## config.mk

```make
export PLATFORM = sky130hd
export DESIGN_NAME = gfx_op_dispatcher
export DESIGN_NICKNAME = d
export VERILOG_FILES = /design/src/rtl/gfx_op_dispatcher.sv
export SDC_FILE = /design/constraint.sdc
export NUM_CORES = 1
export LEC_CHECK = 0
export ABC_AREA = 1
export BUFFER_PORTS_ARGS = -buffer_cell sky130_fd_sc_hd__clkbuf_2
export CAP_MARGIN = 20
export CORE_ASPECT_RATIO = 1.2
export CORE_MARGIN = 3
export CORE_UTILIZATION = 55
export DETAILED_ROUTE_END_ITERATION = 16
export PLACE_DENSITY = 0.89
export SYNTH_ARGS = -nofsm -noshare
export SYNTH_HDL_FRONTEND = slang
export SYNTH_SLANG_ARGS = --single-unit
export TNS_END_PERCENT = 30
```

## constraint.sdc

```tcl
create_clock -name clk -period 5.4 [get_ports clk]
set_input_delay 1.08 -clock clk [delete_from_list [all_inputs] [get_ports clk]]
set_output_delay 1.08 -clock clk [all_outputs]
set_load 0.02 [all_outputs]
```

## src/rtl/gfx_op_dispatcher.sv

```systemverilog
// rtl/gfx_op_dispatcher.sv - op FIFO with opcode decode routing heads to circle/line engines
// Invalid-opcode heads are discarded in one cycle and counted in a saturating counter.
module gfx_op_dispatcher #(
  parameter int         DEPTH      = 4,
  parameter int         OP_W       = 42,
  parameter logic [3:0] CIRCLE_OPC = 4'hC,
  parameter logic [3:0] LINE_OPC   = 4'hA
) (
  input  logic                    clk,
  input  logic                    rst_,
  input  logic [OP_W-1:0]         in_op,
  input  logic                    in_rts,
  output logic                    in_rtr,
  output logic [OP_W-1:0]         circ_op,
  output logic                    circ_rts,
  input  logic                    circ_rtr,
  output logic [OP_W-1:0]         line_op,
  output logic                    line_rts,
  input  logic                    line_rtr,
  output logic [$clog2(DEPTH):0]  fifo_count,
  output logic [7:0]              drop_cnt
);

  localparam int            AW   = $clog2(DEPTH);
  localparam logic [AW:0]   FULL = (AW+1)'(DEPTH);

  logic [OP_W-1:0] mem [DEPTH];
  logic [AW-1:0]   wr_ptr;
  logic [AW-1:0]   rd_ptr;
  logic [OP_W-1:0] head;
  logic [3:0]      head_opc;
  logic            not_empty;
  logic            is_circ;
  logic            is_line;
  logic            drop;
  logic            push;
  logic            pop;

  assign head      = mem[rd_ptr];
  assign head_opc  = head[3:0];
  assign not_empty = (fifo_count != '0);
  assign is_circ   = not_empty && (head_opc == CIRCLE_OPC);
  assign is_line   = not_empty && (head_opc == LINE_OPC);
  assign drop      = not_empty && !is_circ && !is_line;

  assign circ_op  = head;
  assign line_op  = head;
  assign circ_rts = is_circ;
  assign line_rts = is_line;

  // Full check uses only the registered count, so a same-cycle pop never frees a slot early.
  assign in_rtr = rst_ && (fifo_count != FULL);
  assign push   = in_rts && in_rtr;
  assign pop    = (is_circ && circ_rtr) || (is_line && line_rtr) || drop;

  always_ff @(posedge clk) begin
    if (push) begin
      mem[wr_ptr] <= in_op;
    end
  end

  always_ff @(posedge clk or negedge rst_) begin
    if (!rst_) begin
      wr_ptr     <= '0;
      rd_ptr     <= '0;
      fifo_count <= '0;
      drop_cnt   <= '0;
    end else begin
      if (push) begin
        wr_ptr <= wr_ptr + 1'b1;
      end
      if (pop) begin
        rd_ptr <= rd_ptr + 1'b1;
      end
      if (push && !pop) begin
        fifo_count <= fifo_count + 1'b1;
      end else if (pop && !push) begin
        fifo_count <= fifo_count - 1'b1;
      end
      if (drop && (drop_cnt != 8'hFF)) begin
        drop_cnt <= drop_cnt + 8'd1;
      end
    end
  end

endmodule

```

# After elaboration in Yosys (flattened, before gate mapping)
# Memory sizes are Yosys's and may differ from the RTL's.
# Cells that the tools add are included.
[word_totals] register_bits=15 ram_bits=168 mem_count=1
[mem_list] memory="mem" depth=4 width=42 read_ports=1 rd_clocked_by_memory_dff=0 wr=1 line_no="27" source="logic [OP_W-1:0] mem [DEPTH];"
[classes] addsub=5 n_mux=4 eq_ne=4 reduce_logical=19
[ops] cell="1-bit logical AND" n=11
[ops] cell="8-bit by 1-bit adder with 8-bit output (second input constant)" n=1
[ops] cell="4-bit == test (second input constant)" n=2
[ops] cell="8-bit != test (second input constant)" n=1
[ops] cell="3-bit two-way mux" n=2
[ops] cell="2-bit by 1-bit adder with 2-bit output (second input constant)" n=2
[ops] cell="1-bit zero test" n=4
[ops] cell="3-bit by 1-bit adder with 3-bit output (second input constant)" n=1
[ops] cell="3-bit != test (second input constant)" n=1
[ops] cell="3-bit nonzero test" n=1
[ops] cell="3-bit by 1-bit subtractor with 3-bit output (second input constant)" n=1
[ops] cell="1-bit logical OR" n=2
[ops] cell="1-bit two-way mux" n=2
[ops] cell="2-bit nonzero test" n=1

# Depth between registers and ports, before layout
# Gate-level depths: netlist (run 1).
# An unclocked memory read counts as a cell.
[logic_depth] depth_word=10 mapped_depth=18 depth_no_buf=16

# Worst setup path after synthesis (run 1)
# Ideal clock, no wire load.
[synth_path] path_type="input to register" start="input rst_" end="memory mem[0][0] (enable)" required_ns=4.958 setup_slack_ns=1.371 arrival_ns=3.587 stages=4 cell_sequence="inv_1 > a31oi_1 > nand2_1 > nor2_1"
[synth_between] elab_chain_len=4
[synth_lines] item="from (decl)" line_no="10" source="input logic rst_,"
[synth_lines] item="1-bit logical AND" line_no="52" source="assign in_rtr = rst_ && (fifo_count != FULL);"
[synth_lines] item="net in_rtr" line_no="13" source="output logic in_rtr,"
[synth_lines] item="1-bit logical AND" line_no="53" source="assign push = in_rts && in_rtr;"
[synth_lines] item="1-bit two-way mux" line_no="57" source="if (push) begin"
[synth_lines] item="1-bit two-way mux (implied by the code)" line_no="58" source="mem[wr_ptr] <= in_op;"
[synth_lines] item="to (decl)" line_no="27"
# The timed path passes the listed nets, and every way through them passes these cells.

# Worst setup path after layout (run 1)
[layout_path] start="register rd_ptr[1]" end="output line_rts"
[layout_between] elab_chain_len=3
[layout_lines] item="from (decl)" line_no="29" source="logic [AW-1:0] rd_ptr;"
[layout_lines] item="from (signal assigned)" line_no="73" source="rd_ptr <= rd_ptr + 1'b1;"
[layout_lines] item="memory 4 x 42 bit"
[layout_lines] item="4-bit == test" line_no="43" source="assign is_line = not_empty && (head_opc == LINE_OPC);"
[layout_lines] item="1-bit logical AND" line_no="43"
[layout_lines] item="to (decl)" line_no="18" source="output logic line_rts,"
# Every way passes these cells.

==> results of run 1 <==
metal layers:
metal | share of wire (%) | up-vias | global-route usage (%)
li1 | - | 2296 | -
met1 | 39 | 2388 | 26.9
met4 | 1.6 | 0 | 7.68
met3 | 7.9 | 30 | 5.14
met2 | 51 | 254 | 37.1
met5 | 0 | - | 0
registers in the layout, indices dropped and copies added, names as in the netlist:
signal      cells
mem           168
drop_cnt        8
fifo_count      3
rd_ptr          2
wr_ptr          2
kinds of logic after synthesis:
| kind of cell | share of synthesized area, % |
|---|---|
| compound gates | 9.21 |
| xor+xnor | 1.14 |
| fa+ha+maj | 1.24 |
| buf+inv | 7.53 |
| flops | 70.7 |
| simple gates | 10.1 |
Yosys cell counts, drive strengths merged:
| library cell | instances | area share, % |
|---|---|---|
| a21oi | 2 | 0.13 |
| nand2 | 63 | 3.5 |
| buf | 50 | 5.1 |
| ha | 6 | 0.98 |
| nand4 | 3 | 0.25 |
| xor2 | 8 | 0.91 |
| nand3 | 18 | 1.5 |
| a31oi | 1 | 0.082 |
| edfxtp | 168 | 66 |
| nor4 | 1 | 0.082 |
| xnor2 | 2 | 0.23 |
| dfrtp | 15 | 4.9 |
| o22ai | 38 | 3.1 |
| nor3 | 1 | 0.065 |
| nor2 | 91 | 4.7 |
| o21ai | 85 | 5.9 |
| clkbuf | 21 | 1.0 |
| fa | 1 | 0.26 |
| inv | 28 | 1.4 |
final cells by class:
cell class                 instances  area (um2)
sequential                       183        5420
fill                             920        4680
multi-input combinational        320        1690
timing repair buffer             149         758
clock buffer                      19         433
tap                              168         210
inverter                          28         110
clock inverter                    12         104
how the worst min path moves through the flow:
stage | startpoint | endpoint | slack, ns
after floorplan | wr_ptr[1] | wr_ptr[1] | 0.58
after global placement | drop_cnt[5] | drop_cnt[5] | 0.49
after detailed placement | drop_cnt[5] | drop_cnt[5] | 0.51
after CTS | drop_cnt[5] | drop_cnt[5] | 0.53
after global routing | drop_cnt[5] | drop_cnt[5] | 0.55
final | drop_cnt[5] | drop_cnt[5] | 0.52
power groups by stage:
| stage | sequential (mW) | clock, mW | combinational (mW) |
|---|---|---|---|
| finish | 1.93 | 1.13 | 2.46 |
| CTS | 1.93 | 1.15 | 2.47 |
| global route | 1.96 | 1.21 | 2.66 |
| floorplan | 1.89 | 0 | 2.05 |
| global placement | 1.94 | 0 | 2.37 |
| detailed placement | 1.96 | 0 | 2.45 |
through the flow:
stage	instances	hold slack [ns]	worst slack (ns)	power, mW	cell area, um2
6_report	879	0.523	1.53	5.52	8730
5_1_grt	879	0.554	1.27	5.83	8730
4_1_cts	879	0.525	1.51	5.55	8730
3_5_place_dp	848	0.510	1.77	4.41	8200
3_3_place_gp	848	0.491	1.93	4.31	8200
2_1_floorplan	602	0.580	1.37	3.94	7660
critical path, stage by stage (launching register included):
cell and delay, ns:
dfrtp_2 0.91, inv_2 0.55, nand3_1 0.27, nand3_1 0.10, nor2_1 0.15, nand2_2 0.11, inv_1 0.07, clkbuf_2 0.16
==> run_results.csv, run 1 <==
group,metric,value,unit
outcome,outcome,"complete, no violations",
timing,fin_skew,0.00392,ns
logic_synthesis,ys_seq_elements,183,
setup_path,crit_path_end,"line_rts",
setup_path,cp-startpoint,"rd_ptr[1]",
setup_path,start_kind,"register",
timing,final_max_slew_viol_count,0,
setup_path,rr_endpoint,"fifo_count[2]",
finish,antenna_cells,0,
setup_path,cp.required,4.32,ns
cts,cts_buffers,17,
timing,finalSetupTns,0,ns
logic_synthesis,synth_area_per_cell,12.7,um2
floorplanning,start_util,57.1,%
place,gp_congestion,0.882,
global_route,antenna_found_initial,0,
power,switching_power,2.43,mW
logic_synthesis,synth_nets,656,
routing,drc,0,
place,dp_hpwl,10100,um
power,clkPwrFrac,20.5,%
flow_run,cap_viol_max_count,0,
finish,fin_nets,753,
timing,rsz0062_at_grt,"no",
timing,setup_viol,0,
cts,cts_setup_buffers,0,
min_path,hold_path_class,"reg -> reg",
global_route,grt-ovfl-total,0,
cts,cts_root_buf,"clkbuf_16",
global_route,grt_pass1_vias,5018,
routing,initialDrtViolationCount,378,
power,pwr-share-seq,35.0,%
timing,clock.fmax,259,MHz
power,powerDensity,632,mW/mm2
cts,worstSkewPairLatency,0.42,ns
finish,fin_util,65.1,%
routing,num_vias,4968,
finish,syn_to_final_growth,14.0,%
global_route,grt_use_total,21.6,%
power,ir_drop,0.433,mV
floorplanning,dieWidth,114,um
timing,tightest_slew,0.958,ns
finish,layout_common_cells,"168 x edfxtp_1, 144 x clkbuf_2, 85 x nor2_1, 77 x o21ai_0, 49 x nand2_1",
global_route,grt_pass1_wl,25300,um
power,switching_share,44.0,%
global_route,grt_max_degree,87,
finish,final_common_cell,"edfxtp_1",
floorplanning,die_area,0.0154,mm2
routing,vias_per_cell,5.65,
timing,slew_headroom,36.0,%
cts,clock_sinks,183,
setup_path,critical_path_class,"reg -> out",
logic_synthesis,yosysSeqAreaShare,70.7,%
setup_path,reg2regPathDepth,14,
setup_path,crit_path_max_fanout,49,
timing,hold_viol,0,
timing,finalCritPeriodShare,71.6,%
min_path,hold_depth,2,
floorplanning,die_h,135,um
setup_path,r2r_setup_slack,1.88,ns
power,p_int,3.09,mW
cts,cts_resized,0,
setup_path,cp_data_arrival_time,2.79,ns
cts,cts_htree_levels,4,
cts,clk_pin_slew,0.07,ns
cts,holdBufCountCts,0,
timing,period_needed,3.87,ns
place,numPortBuffers,144,
power,p_leak,3.37,nW
floorplanning,core.rowCount,46,
cts,cts_buffer_depth,2,
routing,wirelength,16000,um
floorplanning,coreArea,0.0134,mm2
logic_synthesis,syn-cell-area,0.00766,mm2
setup_path,cp-end-kind,"primary output",
power,pwr-share-comb,44.5,%
setup_path,r2r-start,"rd_ptr[1]",
floorplanning,ios,145,
routing,ant_nets,0,
logic_synthesis,ys_warn_count,0,
logic_synthesis,synth_cell_type_count,30,
logic_synthesis,synth_cells,602,
finish,drive_above_1_share,29.5,%
routing,wl_per_cell,18.2,um
routing,firstDrtPassIters,5,
cts,cts_tree,"built",
No activity file was read; power rests on OpenSTA's default activity.
==> run 2: changes to the inputs <==
--- a/config.mk
+++ b/config.mk
@@ -10,9 +10,9 @@
 export CAP_MARGIN = 20
 export CORE_ASPECT_RATIO = 1.2
 export CORE_MARGIN = 3
-export CORE_UTILIZATION = 55
+export CORE_UTILIZATION = 50
 export DETAILED_ROUTE_END_ITERATION = 16
-export PLACE_DENSITY = 0.89
+export PLACE_DENSITY = 0.86
 export SYNTH_ARGS = -nofsm -noshare
 export SYNTH_HDL_FRONTEND = slang
 export SYNTH_SLANG_ARGS = --single-unit
==> constraint.sdc (replaced) <==
create_clock -name clk -period 3.54 [get_ports clk]
set_input_delay 0.708 -clock clk [delete_from_list [all_inputs] [get_ports clk]]
set_output_delay 0.708 -clock clk [all_outputs]
set_load 0.02 [all_outputs]
==> run_results.csv, run 2 (same netlist as run 1, synthesis figures left out) <==
group,metric,value,unit
cts,cts_resized,0,
finish,final_common_cell,"edfxtp_1",
timing,finalCritPeriodShare,88.3,%
power,pwr-share-comb,45.4,%
floorplanning,dieWidth,119,um
place,dp.cells,886,
setup_path,cp.required,2.83,ns
power,clkPwrFrac,20.6,%
setup_path,path_delay_family,"buffers and inverters",
power,p_int,4.71,mW
timing,final_max_slew_viol_count,0,
global_route,grt_pass1_wl,23700,um
min_path,hold_path_class,"in -> async",
finish,regMostFlops,"mem",
setup_path,crit_path_cell_trace,"inv_6, buf_4, o21ai_0, o22ai_1, clkbuf_2",
setup_path,crit_path_max_fanout,70,
timing,hold_viol,0,
cts,cts_tree,"built",
power,powerDensity,946,mW/mm2
timing,setup_viol,0,
global_route,grt_max_degree,71,
routing,ant_nets,0,
floorplanning,coreArea,0.0147,mm2
finish,stdcell_count,918,
power,ir_drop,0.543,mV
power,switching_power,3.68,mW
routing,vias_per_cell,5.24,
routing,wl_per_cell,16.1,um
routing,firstDrtPassIters,5,
timing,period_needed,3.13,ns
cts,cts_root_buf,"clkbuf_16",
timing,slew_headroom,55.2,%
global_route,grt-ovfl-total,0,
routing,wirelength,14800,um
setup_path,start_kind,"register",
floorplanning,die_h,142,um
cts,worstSkewPairLatency,0.43,ns
place,numPortBuffers,144,
cts,cts_setup_buffers,0,
flow_run,cap_viol_max_count,0,
routing,initialDrtViolationCount,287,
setup_path,crit_path_max_incr_delay,0.54,ns
setup_path,crit_slowest_cell,"buf_4",
power,pwr-share-seq,34.0,%
power,p_leak,3.42,nW
global_route,antenna_found_initial,0,
cts,holdBufCountCts,0,
timing,fin_skew,0.0149,ns
place,dp_hpwl,9190,um
global_route,grt_use_total,18.1,%
routing,drc,0,
timing,clock.fmax,320,MHz
timing,tightest_slew,0.673,ns
finish,antenna_cells,0,
outcome,outcome,"complete, no violations",
floorplanning,ios,145,
timing,rsz0062_at_grt,"no",
cts,clk_pin_slew,0.07,ns
setup_path,critical_path_class,"reg -> out",
finish,largest_reg_flops,168,
finish,top_regs,"mem (168), drop_cnt (8), fifo_count (3)",
place,gp_congestion,0.779,
finish,fin_nets,759,
setup_path,cp_data_arrival_time,2.42,ns
cts,cts_htree_levels,4,
cts,cts_buffers,17,
finish,drive_above_1_share,30.8,%
setup_path,cp-end-kind,"primary output",
cts,clock_sinks,183,
floorplanning,start_util,52.1,%
global_route,grt_pass1_vias,4653,
timing,holdWs,0.225,ns
floorplanning,die_area,0.0168,mm2
floorplanning,core.rowCount,48,
finish,layout_common_cells,"168 x edfxtp_1, 144 x clkbuf_2, 85 x nor2_1, 77 x o21ai_0, 49 x nand2_1",
finish,syn_to_final_growth,15.8,%
power,switching_share,43.9,%
cts,cts_buffer_depth,2,
finish,filler_cell_count,1111,
routing,num_vias,4811,
setup_path,path_buf_inv,3,
==> run 2: changes by cell type in the layout (fill, tap and decap cells not counted), sizes merged <==
| cell | before | now |
|---|---|---|
| buf | 5 | 11 |
| inv | 31 | 36 |
| bufinv | 1 | 0 |
| clkbuf | 163 | 162 |
| clkinv | 5 | 4 |
| clkinvlp | 3 | 2 |
==> run 2: cell type report <==
class                           count  area (um2)  area share, %
Tap cell                          200         250           2.82
Timing Repair Buffer              155         853           9.62
Clock buffer                       18         429           4.84
Clock inverter                     14         115           1.30
Multi-Input combinational cell    320        1690           19.1
Inverter                           28         110           1.24
Sequential cell                   183        5420           61.1
==> run 2: path summary, 6_finish.rpt <==
path	startpoint	to	slack [ns]	cells after the start
min reg2reg	drop_cnt[5]	drop_cnt[5]	0.52	2
min in group clk	in_op[20]	mem[0][20]	0.49	1
max	rd_ptr[0]	line_op[8]	0.41	5
min	rst_	drop_cnt[1]	0.22	2
max in group asynchronous	rst_	rd_ptr[0]	3.12	2
max reg2reg	rd_ptr[1]	fifo_count[2]	0.69	14
==> run 2: power groups by stage <==
stage / Clock [mW] / Sequential, mW / Combinational, mW
3_5_place_dp: 0 / 2.90 / 3.85
3_3_place_gp: 0 / 2.89 / 3.78
5_1_grt: 1.87 / 2.88 / 4.17
4_1_cts: 1.76 / 2.85 / 3.86
2_1_floorplan: 0 / 2.89 / 3.12
6_report: 1.73 / 2.85 / 3.81
==> run 2: per-layer routing <==
layer | vias to the layer above | routed length, um | share of wire (%) | global-route usage, %
li1 | 2309 | - | - | -
met3 | 17 | 858 | 5.8 | 5.30
met4 | 0 | 218 | 1.5 | 6.89
met2 | 150 | 7550 | 51 | 29.9
met5 | - | 0 | 0 | 0
met1 | 2335 | 6170 | 42 | 22.6
==> run 2: per-stage QoR <==
step / cell area, um2 / setup WS, ns / utilization (%) / power, mW / setup TNS [ns]
after floorplan: 7660 / -0.117 / - / 6.01 / -19.61
after global placement: 8330 / 0.825 / 56.6 / 6.67 / 0
after detailed placement: 8330 / 0.735 / 56.6 / 6.75 / 0
after CTS: 8870 / 0.414 / 60.3 / 8.48 / 0
after global routing: 8870 / 0.250 / 60.3 / 8.92 / 0
final: 8870 / 0.414 / 60.3 / 8.39 / 0
==> run 3: changes to the inputs <==
--- a/config.mk
+++ b/config.mk
@@ -10,9 +10,10 @@
 export CAP_MARGIN = 20
 export CORE_ASPECT_RATIO = 1.2
 export CORE_MARGIN = 3
-export CORE_UTILIZATION = 50
+export CORE_UTILIZATION = 60
 export DETAILED_ROUTE_END_ITERATION = 16
-export PLACE_DENSITY = 0.86
+export HOLD_SLACK_MARGIN = 0.1
+export PLACE_DENSITY = 0.95
 export SYNTH_ARGS = -nofsm -noshare
 export SYNTH_HDL_FRONTEND = slang
 export SYNTH_SLANG_ARGS = --single-unit
==> constraint.sdc (replaced) <==
create_clock -name clk -period 3.8 [get_ports clk]
set_input_delay 0.76 -clock clk [delete_from_list [all_inputs] [get_ports clk]]
set_output_delay 0.76 -clock clk [all_outputs]
set_load 0.02 [all_outputs]
==> run_results.csv, run 3 (same netlist as run 1, synthesis figures left out) <==
group,metric,value,unit
routing,vias_per_cell,5.99,
global_route,grt_pass1_vias,5447,
finish,regMostFlops,"mem",
routing,drc,0,
cts,cts_resized,0,
finish,drive_above_1_share,30.3,%
place,dp_hpwl,10600,um
routing,firstDrtPassIters,5,
global_route,grt_use_total,26.1,%
finish,final_common_cell,"edfxtp_1",
finish,stdcell_count,876,
timing,fin_skew,0.0116,ns
outcome,outcome,"complete, no violations",
global_route,grt_pass1_wl,27600,um
timing,setup_viol,0,
timing,slew_headroom,53.8,%
timing,final_max_slew_viol_count,0,
floorplanning,ios,145,
place,gp_congestion,0.760,
cts,cts_tree,"built",
place,numPortBuffers,144,
setup_path,crit_slowest_cell,"dfrtp_2",
setup_path,cp-end-kind,"primary output",
power,p_leak,3.44,nW
cts,cts_buffers,17,
power,power.total,8.17,mW
place,dp.cells,844,
finish,antenna_cells,0,
setup_path,crit_path_cell_trace,"buf_4, o21ai_0, o22ai_1, clkbuf_2",
routing,ant_nets,0,
finish,syn_to_final_growth,15.1,%
cts,cts_buffer_depth,2,
flow_run,cap_viol_max_count,0,
cts,worstSkewPairLatency,0.43,ns
cts,clk_pin_slew,0.07,ns
cts,cts_root_buf,"clkbuf_16",
timing,hold_viol,0,
setup_path,crit_path_max_incr_delay,0.71,ns
cts,cts_htree_levels,4,
finish,top_regs,"mem (168), drop_cnt (8), fifo_count (3)",
routing,num_vias,5244,
min_path,hold_path_class,"in -> async",
cts,clock_sinks,183,
global_route,antenna_found_initial,0,
timing,finalSetupTns,0,ns
timing,clock.fmax,300,MHz
timing,holdWs,0.288,ns
timing,finalCritPeriodShare,87.7,%
global_route,grt_max_degree,87,
floorplanning,core.rowCount,44,
timing,period_needed,3.33,ns
routing,wl_per_cell,20.3,um
finish,fin_nets,756,
setup_path,cp_data_arrival_time,2.57,ns
setup_path,start_kind,"register",
cts,holdBufCountCts,0,
floorplanning,start_util,62.4,%
setup_path,crit_path_max_fanout,60,
floorplanning,die_area,0.0142,mm2
timing,rsz0062_at_grt,"no",
timing,tightest_slew,0.694,ns
floorplanning,die_h,130,um
finish,layout_common_cells,"168 x edfxtp_1, 144 x clkbuf_2, 85 x nor2_1, 77 x o21ai_0, 49 x nand2_1",
floorplanning,dieWidth,109,um
power,powerDensity,926,mW/mm2
finish,largest_reg_flops,168,
routing,wirelength,17800,um
cts,cts_setup_buffers,0,
setup_path,cp.required,3.04,ns
routing,initialDrtViolationCount,577,
global_route,grt-ovfl-total,0,
finish,fin_util,71.9,%
power,ir_drop,0.668,mV
floorplanning,coreArea,0.0123,mm2
setup_path,critical_path_class,"reg -> out",
[run 3: changes by cell type in the layout (fill, tap and decap cells not counted), sizes merged]
cell      change
clkinvlp      -2
buf           -3
inv           -1
bufinv        +3
clkbuf        -1
clkinv        +1
[run 3: through the flow]
stage               area (um2)  setup WS, ns
global route              8820         0.211
global placement          8210         0.810
CTS                       8820         0.493
detailed placement        8210         0.670
finish                    8820         0.469
floorplan                 7660        0.0913
[run 3: final timing paths]
kind,depth (start not counted),endpoint,slack [ns],start
setup / recovery,4,line_op[16],0.47,rd_ptr[0]
hold / removal,2,drop_cnt[3],0.29,rst_
setup reg to reg,15,fifo_count[2],0.60,rd_ptr[0]
hold reg to reg,2,drop_cnt[5],0.54,drop_cnt[5]
max in group asynchronous,2,rd_ptr[0],3.32,rst_
min in group clk,2,drop_cnt[5],0.54,drop_cnt[5]
[run 3: layout make-up]
type                       count  area (um2)
sequential                   183        5420
clock inverter                15         188
fill                         720        3460
inverter                      28         110
clock buffer                  17         425
timing repair buffer         152         781
tap                          161         201
multi-input combinational    320        1690
[run 3: metal layers]
metal | vias up | GRT usage [%] | wire, um
met5 | - | 0 | 0
met4 | 0 | 13.4 | 643
met3 | 60 | 6.93 | 1510
met2 | 318 | 45.0 | 9470
met1 | 2568 | 29.8 | 6170
li1 | 2298 | - | -
[run 3: report_power, final]
group / switching (mW) / internal, mW
Combinational: 2.63 / 1.02
Sequential: 0.203 / 2.48
Clock: 0.775 / 1.05
Total: 3.61 / 4.56
[run 3: worst max-delay path, delay by kind of cell (launching register included)]
family	cells	cell delay, ns
DFF	1	0.71
AOI/OAI and AO/OA	2	0.56
buffers and inverters	2	0.86
